### src/rtl/simon_round_engine_if.sv
// Block-level bus for the SIMON round engine: plaintext input handshake,
// round-key stream, ciphertext output handshake and the busy status.
interface simon_round_engine_if #(
  parameter int N = 16
) ();

  // Plaintext block input
  logic         in_valid;
  logic         in_ready;
  logic [N-1:0] in_x;
  logic [N-1:0] in_y;

  // Round-key stream, one key per executed round
  logic         key_valid;
  logic         key_ready;
  logic [N-1:0] key;

  // Ciphertext output
  logic         out_valid;
  logic         out_ready;
  logic [N-1:0] out_x;
  logic [N-1:0] out_y;

  // Status
  logic         busy;

  // Upstream/downstream side: drives blocks, keys and output back-pressure.
  modport master (
    output in_valid, in_x, in_y,
    output key_valid, key,
    output out_ready,
    input  in_ready, key_ready, out_valid, out_x, out_y, busy
  );

  // Engine side.
  modport slave (
    input  in_valid, in_x, in_y,
    input  key_valid, key,
    input  out_ready,
    output in_ready, key_ready, out_valid, out_x, out_y, busy
  );

endinterface

### src/rtl/simon_round_engine.sv
// Iterative SIMON encryption engine. One round per clock from registered
// x/y and the presented round key; IDLE -> RUN -> DONE control with
// valid/ready handshakes on the block input, key stream and ciphertext.
module simon_round_engine #(
  parameter int N      = 16,
  parameter int ROUNDS = 32
) (
  input  logic                   clk,
  input  logic                   rst_n,
  simon_round_engine_if.slave    bus
);

  // Round counter is wide enough for ROUNDS-1, never narrower than one bit.
  localparam int              RW       = (ROUNDS > 1) ? $clog2(ROUNDS) : 1;
  localparam logic [RW-1:0]   LAST_RND = RW'(ROUNDS - 1);

  typedef enum logic [1:0] {
    S_IDLE = 2'd0,
    S_RUN  = 2'd1,
    S_DONE = 2'd2
  } state_t;

  state_t        state;
  state_t        state_next;
  logic [N-1:0]  x;
  logic [N-1:0]  y;
  logic [N-1:0]  x_next;
  logic [N-1:0]  y_next;
  logic [RW-1:0] rnd;
  logic [RW-1:0] rnd_next;
  logic [N-1:0]  f_x;
  logic [N-1:0]  round_x;

  // Left rotations used by the SIMON round function.
  function automatic logic [N-1:0] rot1(input logic [N-1:0] v);
    return {v[N-2:0], v[N-1]};
  endfunction

  function automatic logic [N-1:0] rot2(input logic [N-1:0] v);
    return {v[N-3:0], v[N-1:N-2]};
  endfunction

  function automatic logic [N-1:0] rot8(input logic [N-1:0] v);
    return {v[N-9:0], v[N-1:N-8]};
  endfunction

  // Round function on the current x and the candidate new x for this round.
  always_comb begin
    f_x     = (rot1(x) & rot8(x)) ^ rot2(x);
    round_x = y ^ f_x ^ bus.key;
  end

  // Next-state, datapath-update and handshake decode for the control FSM.
  // NOTE: every signal assigned here gets a default first, so no path can
  // leave one unassigned and infer a latch.
  always_comb begin
    state_next    = state;
    x_next        = x;
    y_next        = y;
    rnd_next      = rnd;
    bus.in_ready  = 1'b0;
    bus.key_ready = 1'b0;
    bus.out_valid = 1'b0;
    bus.busy      = 1'b0;

    unique case (state)
      S_IDLE: begin
        bus.in_ready = 1'b1;
        if (bus.in_valid) begin
          x_next     = bus.in_x;
          y_next     = bus.in_y;
          rnd_next   = '0;
          state_next = S_RUN;
        end
      end

      S_RUN: begin
        bus.key_ready = 1'b1;
        bus.busy      = 1'b1;
        // Without a key the round simply does not happen: all state holds.
        if (bus.key_valid) begin
          x_next = round_x;
          y_next = x;
          if (rnd == LAST_RND) begin
            state_next = S_DONE;
          end else begin
            rnd_next = rnd + 1'b1;
          end
        end
      end

      S_DONE: begin
        bus.out_valid = 1'b1;
        bus.busy      = 1'b1;
        if (bus.out_ready) begin
          state_next = S_IDLE;
        end
      end

      default: begin
        state_next = S_IDLE;
      end
    endcase
  end

  // State, block and round-counter registers with synchronous reset.
  // NOTE: x/y are reset as well as the FSM, because out_x/out_y drive them
  // directly and must read zero straight after reset.
  // NOTE: sequential state uses non-blocking assignments so every register
  // samples the pre-edge values of the others (y takes the old x).
  always_ff @(posedge clk) begin
    if (!rst_n) begin
      state <= S_IDLE;
      x     <= '0;
      y     <= '0;
      rnd   <= '0;
    end else begin
      state <= state_next;
      x     <= x_next;
      y     <= y_next;
      rnd   <= rnd_next;
    end
  end

  assign bus.out_x = x;
  assign bus.out_y = y;

endmodule

### src/flat_wrapper.sv
// flat-port wrapper written by rule: the top's interface ports become plain ports
module simon_round_engine_flat 
#(
  parameter int N      = 16,
  parameter int ROUNDS = 32
)
  (clk, rst_n, bus_in_valid, bus_in_x, bus_in_y, bus_key_valid, bus_key, bus_out_ready, bus_in_ready, bus_key_ready, bus_out_valid, bus_out_x, bus_out_y, bus_busy);
  simon_round_engine_if #(.N(N)) bus_i ();
  input  logic clk;
  input  logic rst_n;
  input wire logic [$bits(bus_i.in_valid)-1:0] bus_in_valid;
  input wire logic [$bits(bus_i.in_x)-1:0] bus_in_x;
  input wire logic [$bits(bus_i.in_y)-1:0] bus_in_y;
  input wire logic [$bits(bus_i.key_valid)-1:0] bus_key_valid;
  input wire logic [$bits(bus_i.key)-1:0] bus_key;
  input wire logic [$bits(bus_i.out_ready)-1:0] bus_out_ready;
  output wire logic [$bits(bus_i.in_ready)-1:0] bus_in_ready;
  output wire logic [$bits(bus_i.key_ready)-1:0] bus_key_ready;
  output wire logic [$bits(bus_i.out_valid)-1:0] bus_out_valid;
  output wire logic [$bits(bus_i.out_x)-1:0] bus_out_x;
  output wire logic [$bits(bus_i.out_y)-1:0] bus_out_y;
  output wire logic [$bits(bus_i.busy)-1:0] bus_busy;
  assign bus_i.in_valid = bus_in_valid;
  assign bus_i.in_x = bus_in_x;
  assign bus_i.in_y = bus_in_y;
  assign bus_i.key_valid = bus_key_valid;
  assign bus_i.key = bus_key;
  assign bus_i.out_ready = bus_out_ready;
  assign bus_in_ready = bus_i.in_ready;
  assign bus_key_ready = bus_i.key_ready;
  assign bus_out_valid = bus_i.out_valid;
  assign bus_out_x = bus_i.out_x;
  assign bus_out_y = bus_i.out_y;
  assign bus_busy = bus_i.busy;
  simon_round_engine #(.N(N), .ROUNDS(ROUNDS)) u_core (.clk(clk), .rst_n(rst_n), .bus(bus_i));
endmodule
### config.mk
export PLATFORM = sky130hd
export DESIGN_NAME = simon_round_engine_flat
export DESIGN_NICKNAME = d
export VERILOG_FILES = /design/src/rtl/simon_round_engine_if.sv /design/src/rtl/simon_round_engine.sv /design/src/flat_wrapper.sv
export SDC_FILE = /design/constraint.sdc
export NUM_CORES = 1
export LEC_CHECK = 0
export CELL_PAD_IN_SITES_DETAIL_PLACEMENT = 1
export CELL_PAD_IN_SITES_GLOBAL_PLACEMENT = 1
export CORE_MARGIN = 2
export CORE_UTILIZATION = 33
export DETAILED_ROUTE_END_ITERATION = 16
export GPL_TIMING_DRIVEN = 1
export PLACE_DENSITY_LB_ADDON = 0.1
export SETUP_SLACK_MARGIN = 0.2
export SLEW_MARGIN = 20
export SYNTH_ARGS = -nofsm -noshare
export SYNTH_HDL_FRONTEND = slang
export SYNTH_SLANG_ARGS = --single-unit
### constraint.sdc
create_clock -name clk -period 2.05 [get_ports clk]
set_input_delay 0.41 -clock clk [delete_from_list [all_inputs] [get_ports clk]]
set_output_delay 0.41 -clock clk [all_outputs]
set_load 0.01 [all_outputs]
Yosys cells after proc, flatten, opt, wreduce, memory -nomap -nowiden
Cells that the tools add are included.
- flip-flop bits (word level): 39
- input port bits: 53
- output and inout port bits: 36
- word-level logic and storage cells: 42
- add/sub/neg operators: 1
- equal/unequal tests: 8
- multiplexer cells: 19
- bitwise logic cells: 4
- reductions and logical operators: 6
- operator list (cell ; count):
    two-way mux 16 bit ; 4
    case mux 16 bit (2 select lines) ; 2
    XOR 16 bit ; 3
    AND 16 bit ; 1
    two-way mux 5 bit ; 3
    case mux 5 bit (2 select lines) ; 1
    two-way mux 2 bit ; 4
    inequality test 2 bit (second input constant) ; 4
    AND reduction 4 bit ; 2
    case mux 2 bit (3 select lines) ; 1
    adder 5 x 1 -> 5 bit (second input constant) ; 1
    == test 5 bit (second input constant) ; 1
    two-way mux 1 bit ; 4
    AND reduction 3 bit ; 1
    == test 2 x 1 -> 1 bit (second input constant) ; 1
    == test 2 bit (second input constant) ; 1
    zero test 2 bit ; 1
    inequality test 2 x 1 -> 1 bit (second input constant) ; 1
    nonzero test 2 bit ; 1
    OR reduction 2 bit ; 1

Longest topological paths before layout
Gate-level depths: netlist (run 1).
- word-level depth: 6
- mapped depth: 9

Worst setup path before layout (run 1)
Ideal clock, no wire load.
- kind: register to register
- from: register u_core.rnd[0]
- to: register u_core.rnd[2]
- setup time: 0.070 ns
- arrival: 1.663 ns
- setup slack: 0.317 ns
- stages on the path, launching flop included: 8
- clock period less this slack: 1.733 ns
- cell sequence: dfxtp_1 > ha_1 > and3_1 > ha_1 > nand2b_1 > a21o_1 > or3_1 > a21oi_1
- word-level cells in the longest chain between the ends: 4
- ends and longest elaborated chain (item ; line ; text):
    start, declared ; simon_round_engine.sv:29 ; logic [RW-1:0] rnd;
    start signal, assigned ; simon_round_engine.sv:121 ; rnd <= rnd_next;
    adder 5 x 1 -> 5 bit ; simon_round_engine.sv:87 ; rnd_next = rnd + 1'b1;
    two-way mux 5 bit ; simon_round_engine.sv:84 ; if (rnd == LAST_RND) begin
    two-way mux 5 bit ; simon_round_engine.sv:81 ; if (bus.key_valid) begin
    case mux 5 bit (2 select lines) ; simon_round_engine.sv:66 ; unique case (state)
Several ways; a longest one is shown, not always the timed one. The select of a mux whose other input is x is not followed.
A chain may end at the register's enable or synchronous reset.

Worst setup path after layout (run 1)
- from: register u_core.x[13], in the netlist u_core.bus.out_x[13]
- to: output port bus_out_x[13]
- RTL lines (item ; line ; text):
    start, declared ; simon_round_engine.sv:25 ; logic [N-1:0] x;
    start signal, assigned ; simon_round_engine.sv:119 ; x <= x_next;
    end, declared ; flat_wrapper.sv:20 ; output wire logic [$bits(bus_i.out_x)-1:0] bus_out_x;
No word-level cell between the ends.

==> results of run 1 <==
==> cell type report <==
type	count	share of cell area (%)
repair buffers	114	30.8
inverters	8	0.817
multi-input cells	194	41.4
clock buffers	5	1.87
clock inverters	3	0.409
well taps	99	3.37
flip-flops and latches	39	21.3
==> worst max-delay path by stage <==
| stage | startpoint | to | slack, ns | cells past startpoint |
|---|---|---|---|---|
| 2_1_floorplan | u_core.rnd[0] | u_core.rnd[2] | 0.32 | 7 |
| 3_3_place_gp | bus_in_valid | u_core.bus.out_x[10] | 0.15 | 7 |
| 3_5_place_dp | bus_in_valid | u_core.bus.out_x[3] | 0.08 | 7 |
| 4_1_cts | u_core.state[1] | bus_in_ready | 0.11 | 3 |
| 5_1_grt | u_core.state[1] | u_core.rnd[0] | 0.21 | 8 |
| 6_report | u_core.bus.out_x[13] | bus_out_x[13] | 0.26 | 1 |
==> cells in the final DEF (no fill, tap or decap), types with 2 or more instances in the layout <==
cell type	netlist	layout
o221ai_1	16	16
dfxtp_1	39	36
nand4_1	16	16
buf_12	0	4
dlygate4sd2_1	0	2
inv_1	7	7
dlymetal6s2s_1	0	2
xnor2_1	33	33
nor2_2	10	10
nor2_1	10	10
nand2_1	33	33
a211oi_2	12	12
dfxtp_2	0	3
mux2i_1	18	17
clkbuf_8	0	5
a211oi_1	6	6
clkinv_2	0	3
xor2_1	16	16
buf_4	2	21
a22oi_1	2	2
ha_1	5	2
nor2b_1	2	2
ha_4	0	2
a21oi_1	3	3
clkdlybuf4s50_1	0	84
==> logic make-up after synthesis <==
group | after synthesis | synth area share (%)
DFF | 39 | 32.5
xor gates and xnor gates | 49 | 17.9
muxes | 18 | 7.50
buffers and inverters | 26 | 6.57
and+or+nand+nor | 77 | 15.7
AOI/OAI and AO/OA | 45 | 17.2
adders and majority gates | 5 | 2.61
==> registers in the layout, summed over array words and instances (netlist names) <==
register / flops
u_core.bus.out_x: 16
u_core.rnd: 5
u_core.state: 2
u_core.bus.out_y: 16
==> power breakdown <==
part / total [mW] / switching (mW) / internal (mW) / leakage, nW
combinational: 1.05 / 0.476 / 0.574 / 1.00
clock: 0.530 / 0.297 / 0.234 / 0.0477
sequential: 0.939 / 0.0962 / 0.843 / 0.322
==> metal layers <==
metal	routed length [microns]	vias to the layer above	GRT usage, %
met5	0	-	0
met4	129	0	5.83
met3	416	15	4.43
met2	3750	71	34.2
met1	3620	1118	27.0
li1	-	1126	-
==> what timing repair did <==
item,4_1_cts,5_1_grt
setup endpoints to repair,14,28
pin swaps,1,1
setup buffers,1,0
gates resized for setup,6,11
==> results.md, run 1 <==
* Post-route ant nets at 0
* Post-layout util at 51.5%
* Worst hold-check path type: reg2reg
* Cell with the most instances after synthesis: dfxtp_1
* Pre-CTS WS at 0.0793 ns
* Leakage at 1.37 nW
* Yosys cell types at 35
* Maximum VDD drop at 0.364 mV
* Final Max Tran Viols at 0
* Power Density at 685 nW/um^2
* Worst EP arrival at 1.38 ns
* Hold_buf cts at 0
* Top cells by count, synth: dfxtp_1, nand2_1, xnor2_1, mux2i_1
* DIE AREA at 7970 sq um
* Setup_tns at 0 ns
* Setup WS post-layout at 0.263 ns
* Synth top area share at 32.5%
* Routed len/inst at 17.1 microns
* Tot Pwr at 2.52 mW
* CTS tree: built
* Clk slew on worst S/H paths at 0.08 ns
* Root buf cell: clkbuf_8
* Synth area leaders: dfxtp_1, xnor2_1, mux2i_1, a211oi_2, o221ai_1
* Num CTS Buffers at 5
* Initial antenna violation count at 0
* Pin count of the biggest net entering global routing at 35
* Post-Synthesis Cell Area at 2400 sq um
* Register area at 785 sq um
* Syn_area_per_cell at 9.27 sq um
* 1st-iter DRT viols at 62
* R2R depth at 7
* Post-synthesis cell count at 259
* WP buf/inv at 1
* Req. time, crit path at 1.64 ns
* Filler cell count in the final layout at 843
* Via Count at 2330
* FF-to-FF Start: u_core.rnd[0]
* Hold path cells at 2
* Starting Density at 33.6%
* Worst skew pair latency at 0.30 ns
* Yosys Warn Count at 0
* Area of the multi-input gates at 1520 sq um
* Syn_nets at 317
* Max incr delay on CP at 0.59 ns
* Routed wire length at 7920 microns
* Peak Freq at 0.560 GHz
* Antenna Cells at 0
* Final Instance Count excl. Fillers at 462
* Hold slack at 0.519 ns
* Crit-path max FO at 6
* Crit-path leading delay family: buffers and inverters
* RSZ-0062 raised after global routing: false
* Worst setup SP type: register
* Final Cycle Share at 87.2%
* Critical Path Sink Type: output pin
* GRT overflow at 0
* Slowest-stage cell, CP: clkdlybuf4s50_1
* DP Area at 3520 sq um
* Worst-Margin Slew at 0.340 ns
* Post-synthesis sequential area ratio at 32.5%
* FF+latch count, synth at 39
* Hold endpoint: u_core.rnd[2]
* Die Span Y at 89.3 microns
* # IOs at 89
* Crit-path cells: clkdlybuf4s50_1
* Design area at 3670 sq um
* Final hold vios at 0
* Outcome: finished, final reports clean
* Clk sinks at 39
* Slew HR at 76.9%
* Port Buffers at 88
* Final #Nets at 420
* Floorplan core area at 7140 sq um
* Post-Place Cells at 453
* Primary FF master, synth: dfxtp_1
* Vias in the first global route at 2463
* Share of cells above drive strength 1 at 19.3%
* DP HPWL at 5960 microns
* Max-cap viol count at 0
* Final setup viols at 0
* CP Class: reg2out
* Post-synth top area cell: dfxtp_1
* Worst reg2reg endpoint: u_core.rnd[2]
* Hold Crit Start: u_core.rnd[2]
* Area grow syn2layout at 53.0%
* Drt first pass iters at 4
* Gr usage total at 20.6%
* Async S/R FF share, synth at 0%
* Min Clock Period, post-route at 1.79 ns
* Die width at 89.3 microns
* DR vias/cell at 5.04
* Number of synthesized flops with an enable pin at 0
* Clk buf depth at 2
* H-tree Lvls at 2
* Row count at 31
* Routability cong. at 0.861
* R2R setup slack at 0.29 ns
* DRC violations left at 0
* First-pass GRT wire length at 12400 microns
* Clock skew at 0.00234 ns
Power figures use the tool's default switching activity.
==> run 2, diff against run 1 <==
Settings changed: CTS_CLUSTER_SIZE set to 20.
==> results of run 2 <==
Same layout as run 1: the final DEF is identical, and so are final timing and power.
